[config.mk]
export PLATFORM = sky130hd
export DESIGN_NAME = pipe_trace_buffer_flat
export DESIGN_NICKNAME = d
export VERILOG_FILES = /design/src/rtl/pipe_trace_buffer_pkg.sv /design/src/rtl/pipe_trace_buffer_if.sv /design/src/rtl/pipe_trace_buffer_ram.sv /design/src/rtl/pipe_trace_buffer.sv /design/src/flat_wrapper.sv
export SDC_FILE = /design/constraint.sdc
export NUM_CORES = 2
export LEC_CHECK = 0
export BUFFER_PORTS_ARGS = -buffer_cell sky130_fd_sc_hd__buf_2
export CORE_ASPECT_RATIO = 0.9
export CORE_MARGIN = 4
export CORE_UTILIZATION = 55
export CTS_BUF_LIST = sky130_fd_sc_hd__clkbuf_8
export DETAILED_ROUTE_END_ITERATION = 12
export GPL_ROUTABILITY_DRIVEN = 0
export GPL_TIMING_DRIVEN = 1
export PLACE_DENSITY = 0.77
export SLEW_MARGIN = 30
export SYNTH_ARGS = -nofsm -noshare
export SYNTH_HDL_FRONTEND = slang
export SYNTH_SLANG_ARGS = --single-unit
[constraint.sdc]
create_clock -name clk -period 8.8 [get_ports clk]
set_input_delay 0 -clock clk [delete_from_list [all_inputs] [get_ports clk]]
set_output_delay 0 -clock clk [all_outputs]
set_load 0.02 [all_outputs]
[src/rtl/pipe_trace_buffer_pkg.sv]
// Shared encodings for the pipeline trace buffer and the stage info-bus field layout
// (also used by the per-stage debug tap).
package pipe_trace_pkg;

  typedef enum logic [1:0] {
    ST_IDLE    = 2'd0,
    ST_PRE     = 2'd1,
    ST_POST    = 2'd2,
    ST_STOPPED = 2'd3
  } trace_state_t;

  // MODE_RSVD captures like MODE_ALL.
  typedef enum logic [1:0] {
    MODE_ALL    = 2'd0,
    MODE_VALID  = 2'd1,
    MODE_CHANGE = 2'd2,
    MODE_RSVD   = 2'd3
  } trace_mode_t;

  localparam int INFO_VALID_BIT = 0;
  localparam int INFO_PC_LSB    = 32;
  localparam int INFO_PC_W      = 32;

endpackage

[src/rtl/pipe_trace_buffer_if.sv]
// Read-back port of the trace buffer: index request in, {stamp, info} record out.
interface pipe_trace_buffer_if #(
  parameter int DEPTH  = 16,
  parameter int DATA_W = 208
);
  // rd_en with rd_idx is a one-cycle request (no back-pressure); the next cycle rd_valid=1
  // qualifies rd_data when honoured, otherwise rd_valid=0 and rd_data keeps its old value.
  logic [$clog2(DEPTH)-1:0] rd_idx;
  logic                     rd_en;
  logic [DATA_W-1:0]        rd_data;
  logic                     rd_valid;

  modport master (output rd_idx, output rd_en, input rd_data, input rd_valid);
  modport slave  (input rd_idx, input rd_en, output rd_data, output rd_valid);
endinterface

[src/rtl/pipe_trace_buffer_ram.sv]
// Trace storage: one write port, one registered read port whose output holds when not reading.
module trace_ram #(
  parameter int DEPTH  = 16,
  parameter int DATA_W = 208
) (
  input  logic                     clk,
  input  logic                     reset,
  input  logic                     we,
  input  logic [$clog2(DEPTH)-1:0] waddr,
  input  logic [DATA_W-1:0]        wdata,
  input  logic                     re,
  input  logic [$clog2(DEPTH)-1:0] raddr,
  output logic [DATA_W-1:0]        rdata
);

  logic [DATA_W-1:0] mem [DEPTH];
  logic [DATA_W-1:0] rdata_q, rdata_d;

  always_comb begin
    rdata_d = rdata_q;
    if (re) rdata_d = mem[raddr];
  end

  // Array contents are deliberately left unreset.
  always_ff @(posedge clk) begin
    if (we) mem[waddr] <= wdata;
  end

  always_ff @(posedge clk or negedge reset) begin
    if (!reset) rdata_q <= '0;
    else        rdata_q <= rdata_d;
  end

  assign rdata = rdata_q;

endmodule

[src/rtl/pipe_trace_buffer.sv]
// Records timestamped snapshots of one pipeline stage into a circular buffer, stops a
// programmable number of records after a PC trigger, then serves indexed read-back.
module pipe_trace_buffer
  import pipe_trace_pkg::*;
#(
  parameter int STAGES    = 5,
  parameter int INFO_W    = 192,
  parameter int DEPTH     = 16,
  parameter int TS_W      = 16,
  parameter int PC_LSB    = INFO_PC_LSB,
  parameter int VALID_BIT = INFO_VALID_BIT
) (
  input  logic                         clk,
  input  logic                         reset,
  input  logic [STAGES*INFO_W-1:0]     info_in,
  input  logic [$clog2(STAGES)-1:0]    stage_sel,
  input  logic [1:0]                   mode,
  input  logic [31:0]                  trig_pc,
  input  logic [$clog2(DEPTH):0]       post_cnt,
  input  logic                         arm,
  pipe_trace_buffer_if.slave           rd,
  output logic [1:0]                   state_o,
  output logic [$clog2(DEPTH):0]       count_o
);

  localparam int AW = $clog2(DEPTH);
  localparam int CW = AW + 1;
  localparam int SW = $clog2(STAGES);
  localparam int DW = TS_W + INFO_W;

  trace_state_t      state_q, state_d;
  trace_mode_t       mode_q, mode_d;
  logic [SW-1:0]     sel_q, sel_d;
  logic [31:0]       trig_q, trig_d;
  logic [CW-1:0]     post_q, post_d;
  logic [AW-1:0]     wr_ptr_q, wr_ptr_d;
  logic [CW-1:0]     count_q, count_d;
  logic [TS_W-1:0]   ts_q, ts_d;
  logic [31:0]       last_pc_q, last_pc_d;
  logic              have_last_q, have_last_d;
  logic              rd_valid_q, rd_valid_d;

  logic [INFO_W-1:0] word;
  logic              w_valid;
  logic [31:0]       w_pc;
  logic              qual, capture, hit, rd_hit;
  logic [CW-1:0]     addr_full;
  logic [AW-1:0]     rd_addr;
  logic [DW-1:0]     ram_rdata;

  always_comb begin
    word = info_in[0 +: INFO_W];
    for (int s = 1; s < STAGES; s++) begin
      if (sel_q == SW'(s)) word = info_in[s*INFO_W +: INFO_W];
    end
  end

  assign w_valid = word[VALID_BIT];
  assign w_pc    = word[PC_LSB +: 32];

  always_comb begin
    case (mode_q)
      MODE_VALID:  qual = w_valid;
      MODE_CHANGE: qual = w_valid && (!have_last_q || (w_pc != last_pc_q));
      default:     qual = 1'b1;
    endcase
  end

  // Arm has priority over capture and trigger detection in its own cycle.
  assign capture = ((state_q == ST_PRE) || (state_q == ST_POST)) && qual && !arm;
  assign hit     = w_valid && (w_pc == trig_q);

  // Index 0 is the oldest record held; power-of-two depth makes the wrap a truncation.
  assign addr_full = {1'b0, wr_ptr_q} - count_q + {1'b0, rd.rd_idx};
  assign rd_addr   = addr_full[AW-1:0];
  assign rd_hit    = rd.rd_en && (state_q == ST_STOPPED) && ({1'b0, rd.rd_idx} < count_q);

  always_comb begin
    state_d     = state_q;
    mode_d      = mode_q;
    sel_d       = sel_q;
    trig_d      = trig_q;
    post_d      = post_q;
    wr_ptr_d    = wr_ptr_q;
    count_d     = count_q;
    last_pc_d   = last_pc_q;
    have_last_d = have_last_q;
    ts_d        = ts_q + TS_W'(1);
    rd_valid_d  = rd_hit;
    if (arm) begin
      state_d     = ST_PRE;
      mode_d      = trace_mode_t'(mode);
      sel_d       = (int'(stage_sel) < STAGES) ? stage_sel : '0;
      trig_d      = trig_pc;
      post_d      = (post_cnt > CW'(DEPTH - 1)) ? CW'(DEPTH - 1) : post_cnt;
      wr_ptr_d    = '0;
      count_d     = '0;
      have_last_d = 1'b0;
    end else if (capture) begin
      wr_ptr_d    = wr_ptr_q + AW'(1);
      if (count_q != CW'(DEPTH)) count_d = count_q + CW'(1);
      last_pc_d   = w_pc;
      have_last_d = 1'b1;
      if (state_q == ST_PRE && hit) begin
        state_d = (post_q == '0) ? ST_STOPPED : ST_POST;
      end else if (state_q == ST_POST) begin
        post_d = post_q - CW'(1);
        if (post_q == CW'(1)) state_d = ST_STOPPED;
      end
    end
  end

  always_ff @(posedge clk or negedge reset) begin
    if (!reset) begin
      state_q     <= ST_IDLE;
      mode_q      <= MODE_ALL;
      sel_q       <= '0;
      trig_q      <= '0;
      post_q      <= '0;
      wr_ptr_q    <= '0;
      count_q     <= '0;
      ts_q        <= '0;
      last_pc_q   <= '0;
      have_last_q <= 1'b0;
      rd_valid_q  <= 1'b0;
    end else begin
      state_q     <= state_d;
      mode_q      <= mode_d;
      sel_q       <= sel_d;
      trig_q      <= trig_d;
      post_q      <= post_d;
      wr_ptr_q    <= wr_ptr_d;
      count_q     <= count_d;
      ts_q        <= ts_d;
      last_pc_q   <= last_pc_d;
      have_last_q <= have_last_d;
      rd_valid_q  <= rd_valid_d;
    end
  end

  trace_ram #(.DEPTH(DEPTH), .DATA_W(DW)) u_ram (
    .clk   (clk),
    .reset (reset),
    .we    (capture),
    .waddr (wr_ptr_q),
    .wdata ({ts_q, word}),
    .re    (rd_hit),
    .raddr (rd_addr),
    .rdata (ram_rdata)
  );

  assign rd.rd_data  = ram_rdata;
  assign rd.rd_valid = rd_valid_q;
  assign state_o     = state_q;
  assign count_o     = count_q;

endmodule
[src/flat_wrapper.sv]
// flat-port wrapper written by rule: the top's interface ports become plain ports
module pipe_trace_buffer_flat import pipe_trace_pkg::*;
#(
  parameter int STAGES    = 5,
  parameter int INFO_W    = 192,
  parameter int DEPTH     = 16,
  parameter int TS_W      = 16,
  parameter int PC_LSB    = INFO_PC_LSB,
  parameter int VALID_BIT = INFO_VALID_BIT
)
  (clk, reset, info_in, stage_sel, mode, trig_pc, post_cnt, arm, state_o, count_o, rd_rd_idx, rd_rd_en, rd_rd_data, rd_rd_valid);
  pipe_trace_buffer_if #(.DEPTH(DEPTH)) rd_i ();
  input  logic clk;
  input  logic reset;
  input  logic [STAGES*INFO_W-1:0] info_in;
  input  logic [$clog2(STAGES)-1:0] stage_sel;
  input  logic [1:0] mode;
  input  logic [31:0] trig_pc;
  input  logic [$clog2(DEPTH):0] post_cnt;
  input  logic arm;
  output logic [1:0] state_o;
  output logic [$clog2(DEPTH):0] count_o;
  input wire logic [$bits(rd_i.rd_idx)-1:0] rd_rd_idx;
  input wire logic [$bits(rd_i.rd_en)-1:0] rd_rd_en;
  output wire logic [$bits(rd_i.rd_data)-1:0] rd_rd_data;
  output wire logic [$bits(rd_i.rd_valid)-1:0] rd_rd_valid;
  assign rd_i.rd_idx = rd_rd_idx;
  assign rd_i.rd_en = rd_rd_en;
  assign rd_rd_data = rd_i.rd_data;
  assign rd_rd_valid = rd_i.rd_valid;
  pipe_trace_buffer #(.STAGES(STAGES), .INFO_W(INFO_W), .DEPTH(DEPTH), .TS_W(TS_W), .PC_LSB(PC_LSB), .VALID_BIT(VALID_BIT)) u_core (.clk(clk), .reset(reset), .info_in(info_in), .stage_sel(stage_sel), .mode(mode), .trig_pc(trig_pc), .post_cnt(post_cnt), .arm(arm), .rd(rd_i), .state_o(state_o), .count_o(count_o));
endmodule
# [Word level (Yosys, flattened, before mapping)]
# Memories as Yosys holds them, arrays and structs flattened. A register that Yosys moved wholly into a read port is not among the register bits.
# Index checks and enable logic that the tools add are counted.
[totals] word_cells=84 output_inout_bits=216 ram_bits=3328 ff_bits=103 memories=1 input_bits=1010
[classes] n_eq_ne=14 n_bitwise=1 mux=26 reduce_logical=22 magnitude_cmp=3 add_sub_neg=6
[memory_table] name="u_core.u_ram.mem" depth=16 word_bits=208 rd=1 rd_ports_with_merged_regs=1 wr=1 line_no="pipe_trace_buffer_ram.sv:16" source="logic [DATA_W-1:0] mem [DEPTH];"
[ops] operator="$mux 192" n=4
[ops] operator="$mux 5" n=8
[ops] operator="$eq 32x32->1" n=1
[ops] operator="$ne 32x32->1" n=1
[ops] operator="$add 16x1->16 const B" n=1
[ops] operator="$mux 2" n=5
[ops] operator="$mux 4" n=2
[ops] operator="$logic_and 1x1->1" n=7
[ops] operator="$eq 2x2->1 const B" n=3
[ops] operator="$eq 3x2->1 const B" n=2
[ops] operator="$reduce_and 3->1" n=2
[ops] operator="$reduce_bool 2->1" n=3
[ops] operator="$reduce_bool 3->1" n=2
[ops] operator="$add 5x1->5 const B" n=1
[ops] operator="$eq 5x1->1 const B" n=1
[ops] operator="$gt 5x4->1 const B" n=1
[ops] operator="$logic_not 5->1" n=1
[ops] operator="$lt 4x5->1" n=1
[ops] operator="$mux 1" n=5
[ops] operator="$ne 5x5->1 const B" n=1
[ops] operator="$sub 5x1->5 const B" n=1
[ops] operator="$add 4x1->4 const B" n=1
[ops] operator="$add 4x4->4" n=1
[ops] operator="$eq 2x1->1 const B" n=2
[ops] operator="other kinds (11)" n=15

# [Logic depth before layout (Yosys ltp)]
[depth] word_depth=13 depth_mapped=16 depth_no_buf=10

# [Cells and area by module]
# A second synthesis with hierarchy kept.
[unflattened] cells_unflattened=8069 hier_area_um2=146950.9
[by_module_without_submodules] mod="trace_ram" seq_area_each_um2=105140.8 cells_each=6099 area_each_um2=132452.0 n_inst=1
[by_module_without_submodules] mod="pipe_trace_buffer" seq_area_each_um2=2577.5 cells_each=1970 area_each_um2=14498.9 n_inst=1

# [Worst setup path before layout]
# Ideal clock, no wire load.
[synth_path] kind="reg2reg" from="register u_core.sel_q[0]" to="memory u_core.u_ram.mem[3][0] (enable)" setup_slack_ns=0.511 required_time_ns=8.205 path_buffers=4 stages_incl_launch_ff=14 setup_time_ns=0.595 arrival_ns=7.694 synth_period_minus_slack_ns=8.289 cell_sequence="dfrtp_1 buf_6 or2_2 buf_2 mux2i_1 a221oi_2 xnor2_1 o211ai_1 nor4_4 a31oi_4 nor2b_4 buf_6 clkbuf_1 and3_1"
[synth_between] elab_chain_cells=13 word_cells_on_any_way=16 cone_classes="eq/ne (5); mux (7); reduce/logical (4)"
[synth_rtl] item="start, declared" line_no="pipe_trace_buffer.sv:33" source="logic [SW-1:0] sel_q, sel_d;"
[synth_rtl] item="start signal, assigned" line_no="pipe_trace_buffer.sv:129" source="sel_q <= sel_d;"
[synth_rtl] item="$eq 3x1->1" line_no="pipe_trace_buffer.sv:54" source="if (sel_q == SW'(s)) word = info_in[s*INFO_W +: INFO_W];"
[synth_rtl] item="$mux 192 (3 in series)" line_no="pipe_trace_buffer.sv:54"
[synth_rtl] item="$mux 192 *" line_no="pipe_trace_buffer.sv:54"
[synth_rtl] item="via u_core.u_ram.wdata[47]" line_no="pipe_trace_buffer_ram.sv:10" source="input logic [DATA_W-1:0] wdata,"
[synth_rtl] item="$ne 32x32->1 *" line_no="pipe_trace_buffer.sv:64" source="MODE_CHANGE: qual = w_valid && (!have_last_q || (w_pc != last_pc_q));"
[synth_rtl] item="$logic_or 1x1->1 *" line_no="pipe_trace_buffer.sv:64"
[synth_rtl] item="$logic_and 1x1->1 *" line_no="pipe_trace_buffer.sv:64"
[synth_rtl] item="$pmux 1 s2 *" line_no="pipe_trace_buffer.sv:62" source="case (mode_q)"
[synth_rtl] item="$logic_and 1x1->1 * (2 in series)" line_no="pipe_trace_buffer.sv:70" source="assign capture = ((state_q == ST_PRE) || (state_q == ST_POST)) && qual && !arm;"
[synth_rtl] item="$mux 1 *" line_no="pipe_trace_buffer_ram.sv:26" source="if (we) mem[waddr] <= wdata;"
[synth_rtl] item="$mux 1 (not written as such) *" line_no="pipe_trace_buffer_ram.sv:26"
[synth_rtl] item="end, declared" line_no="pipe_trace_buffer_ram.sv:16"
# The timed path passes the listed nets; every way through them passes the cells marked *.

# [Final worst setup path]
[layout_path] from="register u_core.sel_q[1]" to="memory u_core.u_ram.mem[14][197] (enable)"
# Same word-level chain as after synthesis.

==> summary.txt <==
Filler cells = 16700
post-synthesis mux area share = 0.183
htree depth = 6
FFs w/ async S/R, synth = 0.0855
Cells after Synth = 7160
f_max = 0.133 GHz
synthesis-to-layout area growth = 19.0%
CTS tree = yes
pre-CTS setup slack = 1.71 ns
DR vias/cell = 6.32
Iteration-0 DRC Markers = 11800
Most used DFF post-synth = edfxtp_1
Netlist Area Pre-Place = 146000 µm²
Crit. End Element = flop
first-pass GRT wire length = 592000 µm
Simple-Gate Fraction of Synth Area = 0.0216
final core area utilization = 0.657
xor and xnor area share after synthesis = 0.00300
WL met1 = 153000 µm
Starting Density = 0.552
Tightest Hold Check Type = in2reg
final setup TNS = 0 ns
drt wl/cell = 31.1 µm
WS Path Type = reg2reg
Sink Count = 3639
clock-pin slew of the registers on the worst-case setup and hold paths = 0.06 ns
max-slew violations = 0
compound-cell area share of the yosys netlist = 0.0362
gr ovfl total = 0
Fin Hold WS = 0.0408 ns
Die X = 551 µm
EDFF count, synth = 3328
slowest CP cell = dfrtp_4
Post-DP Area = 157000 µm²
total CTS buffers = 563
largest family of logic cells by synthesized area = multiplexers
antenna violations before repair = 67
Power Dens Cells = 301 nW/µm²
Synth top cells by count = 3328 x edfxtp_1, 1042 x mux4_2, 382 x nand2_1
core area = 264000 µm²
Tmin final = 7.50 ns
most common cell in the netlist = edfxtp_1
Max VDD drop = 0.576 mV
IO buf count = 1225
post_cts resized = 0
Die H = 496 µm
#FFs+latches synth = 3639
Least-Margin Pin Slew = 1.08 ns
Hold Vio Cnt, Final = 0
vias after detailed routing = 84200
Distinct cells, synth = 79
cell leakage power = 60.5 nW
Detail Route Antenna Nets = 0
Final period util = 0.852
uppermost routed layer = met5
Post-route DRC = 0
GRT Overall Usage = 0.301
area leader, netlist = edfxtp_1
critical path cell sequence = buf_4, nor2b_1, a32oi_1, a21oi_1, dlygate4sd3_1, buf_4, a22oi_1, nand4b_1, nor4_4, a31oi_4, buf_4, nor2b_4, buf_4, and3_4, buf_12
Net Count, Synth = 8195
Synth area leaders = edfxtp_1 69%, mux4_2 16%, dfrtp_1 5.3%
net total in the final layout = 10300
RSZ-0062 raised after global routing = false
Synth top area share = 0.685
slew margin rel. = 0.274
Final Skew = 0.104 ns
number of global-route vias before repair = 84200
CP max stage delay = 1.04 ns
worst-path maximum fanout = 90
Synth Warn # = 0
Final HPWL DP = 256000 µm
Worst path most repeated cell = buf_4
result of the run = complete, no violations
CTS root buffer = clkbuf_8
Setup WS post-layout = 1.30 ns
Met3 Wirelength = 48100 µm
routed wire length = 415000 µm
io pins = 1226
met2 wire length = 193000 µm
DR pass1 iterations = 7
CTS max path bufs = 4
share of layout cells above drive strength 1 = 0.365
Die Area = 273000 µm²
Setup crit start kind = flop
standard-cell rows = 179
largest net degree at the start of global routing = 132
Avg Cell Area, Syn = 20.4 µm²
design area = 173000 µm²
CP arrival = 8.10 ns
endpoints failing setup = 0
register area share after synthesis = 0.739
MaxCap Viol Count = 0
clock insertion delay at the later pin of the skew report = 1.06 ns
CP required = 9.40 ns
Adder-Cell Fraction of Synth Area = 0.00230
==> flip-flops by register name, indices dropped and copies added (netlist names) <==
register            cells
u_core.sel_q            3
u_core.post_q           5
u_core.state_o          2
u_core.trig_q          32
u_core.rd.rd_valid      1
u_core.mode_q           2
u_core.count_o          5
u_core.wr_ptr_q         4
u_core.ts_q            16
u_core.last_pc_q       32
u_core.have_last_q      1
u_core.u_ram.mem     3328
u_core.u_ram.rdata    208
==> logic make-up after synthesis <==
family,Yosys count
flip-flops,3639
multiplexers,1333
AO/OA/AOI/OAI,844
AND/OR/NAND/NOR,739
buffers and inverters,530
XOR/XNOR,50
adder cells (fa/ha/maj),25
==> critical path: cells and delay by family, from the launching register on <==
| family | cells | cell delay (ns) |
|---|---|---|
| flops | 1 | 1.04 |
| simple gates | 5 | 2.04 |
| buf+inv | 6 | 2.92 |
| compound gates | 4 | 0.73 |
==> report_power, final <==
group / total [mW] / switching, mW / internal, mW / leakage [nW]
combinational: 18.9 / 10.0 / 8.89 / 20.3
clock: 13.1 / 6.39 / 6.68 / 5.99
sequential: 20.2 / 0.219 / 20.0 / 34.2
==> area by class of cell <==
class / instances / area (µm²) / area share
Inverter: 74 / 278 / 0.00160
Tap cell: 3529 / 4420 / 0.0255
Antenna cell: 98 / 245 / 0.00141
Timing Repair Buffer: 1998 / 14200 / 0.0817
Multi-Input combinational cell: 2991 / 36300 / 0.209
Clock buffer: 616 / 8480 / 0.0489
Sequential cell: 3639 / 108000 / 0.621
Clock inverter: 387 / 1890 / 0.0109
==> path summary, 6_finish.rpt <==
path	start	endpoint	slack, ns	depth (start not counted)
min reg2reg	u_core.u_ram.rdata[66]	u_core.u_ram.rdata[66]	0.50	1
min	info_in[192]	u_core.u_ram.mem[9][0]	0.04	4
max in group asynchronous	reset	u_core.sel_q[2]	7.07	5
max reg2reg	u_core.sel_q[1]	u_core.u_ram.mem[14][197]	1.30	15
min in group asynchronous	reset	u_core.u_ram.rdata[50]	0.27	4
max	u_core.sel_q[1]	u_core.u_ram.mem[14][197]	1.30	15
==> stage by stage <==
stage / power (mW) / std cells
after floorplan: 33.0 / 7160
after global placement: 38.8 / 11700
after detailed placement: 39.1 / 11700
after CTS: 52.4 / 13200
after global routing: 54.3 / 13300
final: 52.2 / 13300
==> layer usage <==
layer,track usage,up-vias
li1,-,34100
met1,0.420,43200
met2,0.452,5981
met3,0.0772,950
met4,0.140,12
met5,0,-
==> repair_timing <==
item	in CTS	in global routing
hold buffers	528	3
buffers inserted	0	0
endpoints found under the hold margin	3309	33
==> layout by cell type, fill, tap and decap left out, types with 8 or more instances in the layout <==
master / Yosys / final
edfxtp_1: 3328 / 3328
buf_2: 16 / 1223
mux4_2: 1042 / 1042
clkbuf_8: 0 / 616
dlygate4sd3_1: 0 / 530
nand2_1: 382 / 381
dfrtp_1: 311 / 308
o21ai_0: 372 / 288
inv_1: 73 / 267
mux2_2: 247 / 247
nor2_1: 222 / 219
a21oi_1: 178 / 177
buf_4: 8 / 174
a311oi_1: 160 / 156
clkinv_1: 0 / 116
diode_2: 0 / 98
o21ai_1: 0 / 57
buf_12: 0 / 57
clkinv_2: 0 / 36
xnor2_1: 36 / 34
mux2i_1: 32 / 32
o21ai_2: 0 / 27
nand2b_1: 22 / 21
ha_1: 22 / 21
nor3_1: 20 / 20
o22ai_1: 18 / 18
a211oi_1: 17 / 17
and3_4: 0 / 16
clkinvlp_4: 0 / 16
xor2_1: 14 / 14
a22oi_1: 13 / 13
nand4_1: 12 / 12
mux2_4: 12 / 12
nand3_1: 11 / 11
nor2b_1: 11 / 11
buf_16: 0 / 9
inv_6: 0 / 8
bufinv_16: 0 / 8
No activity file was read; power rests on OpenSTA's default activity.
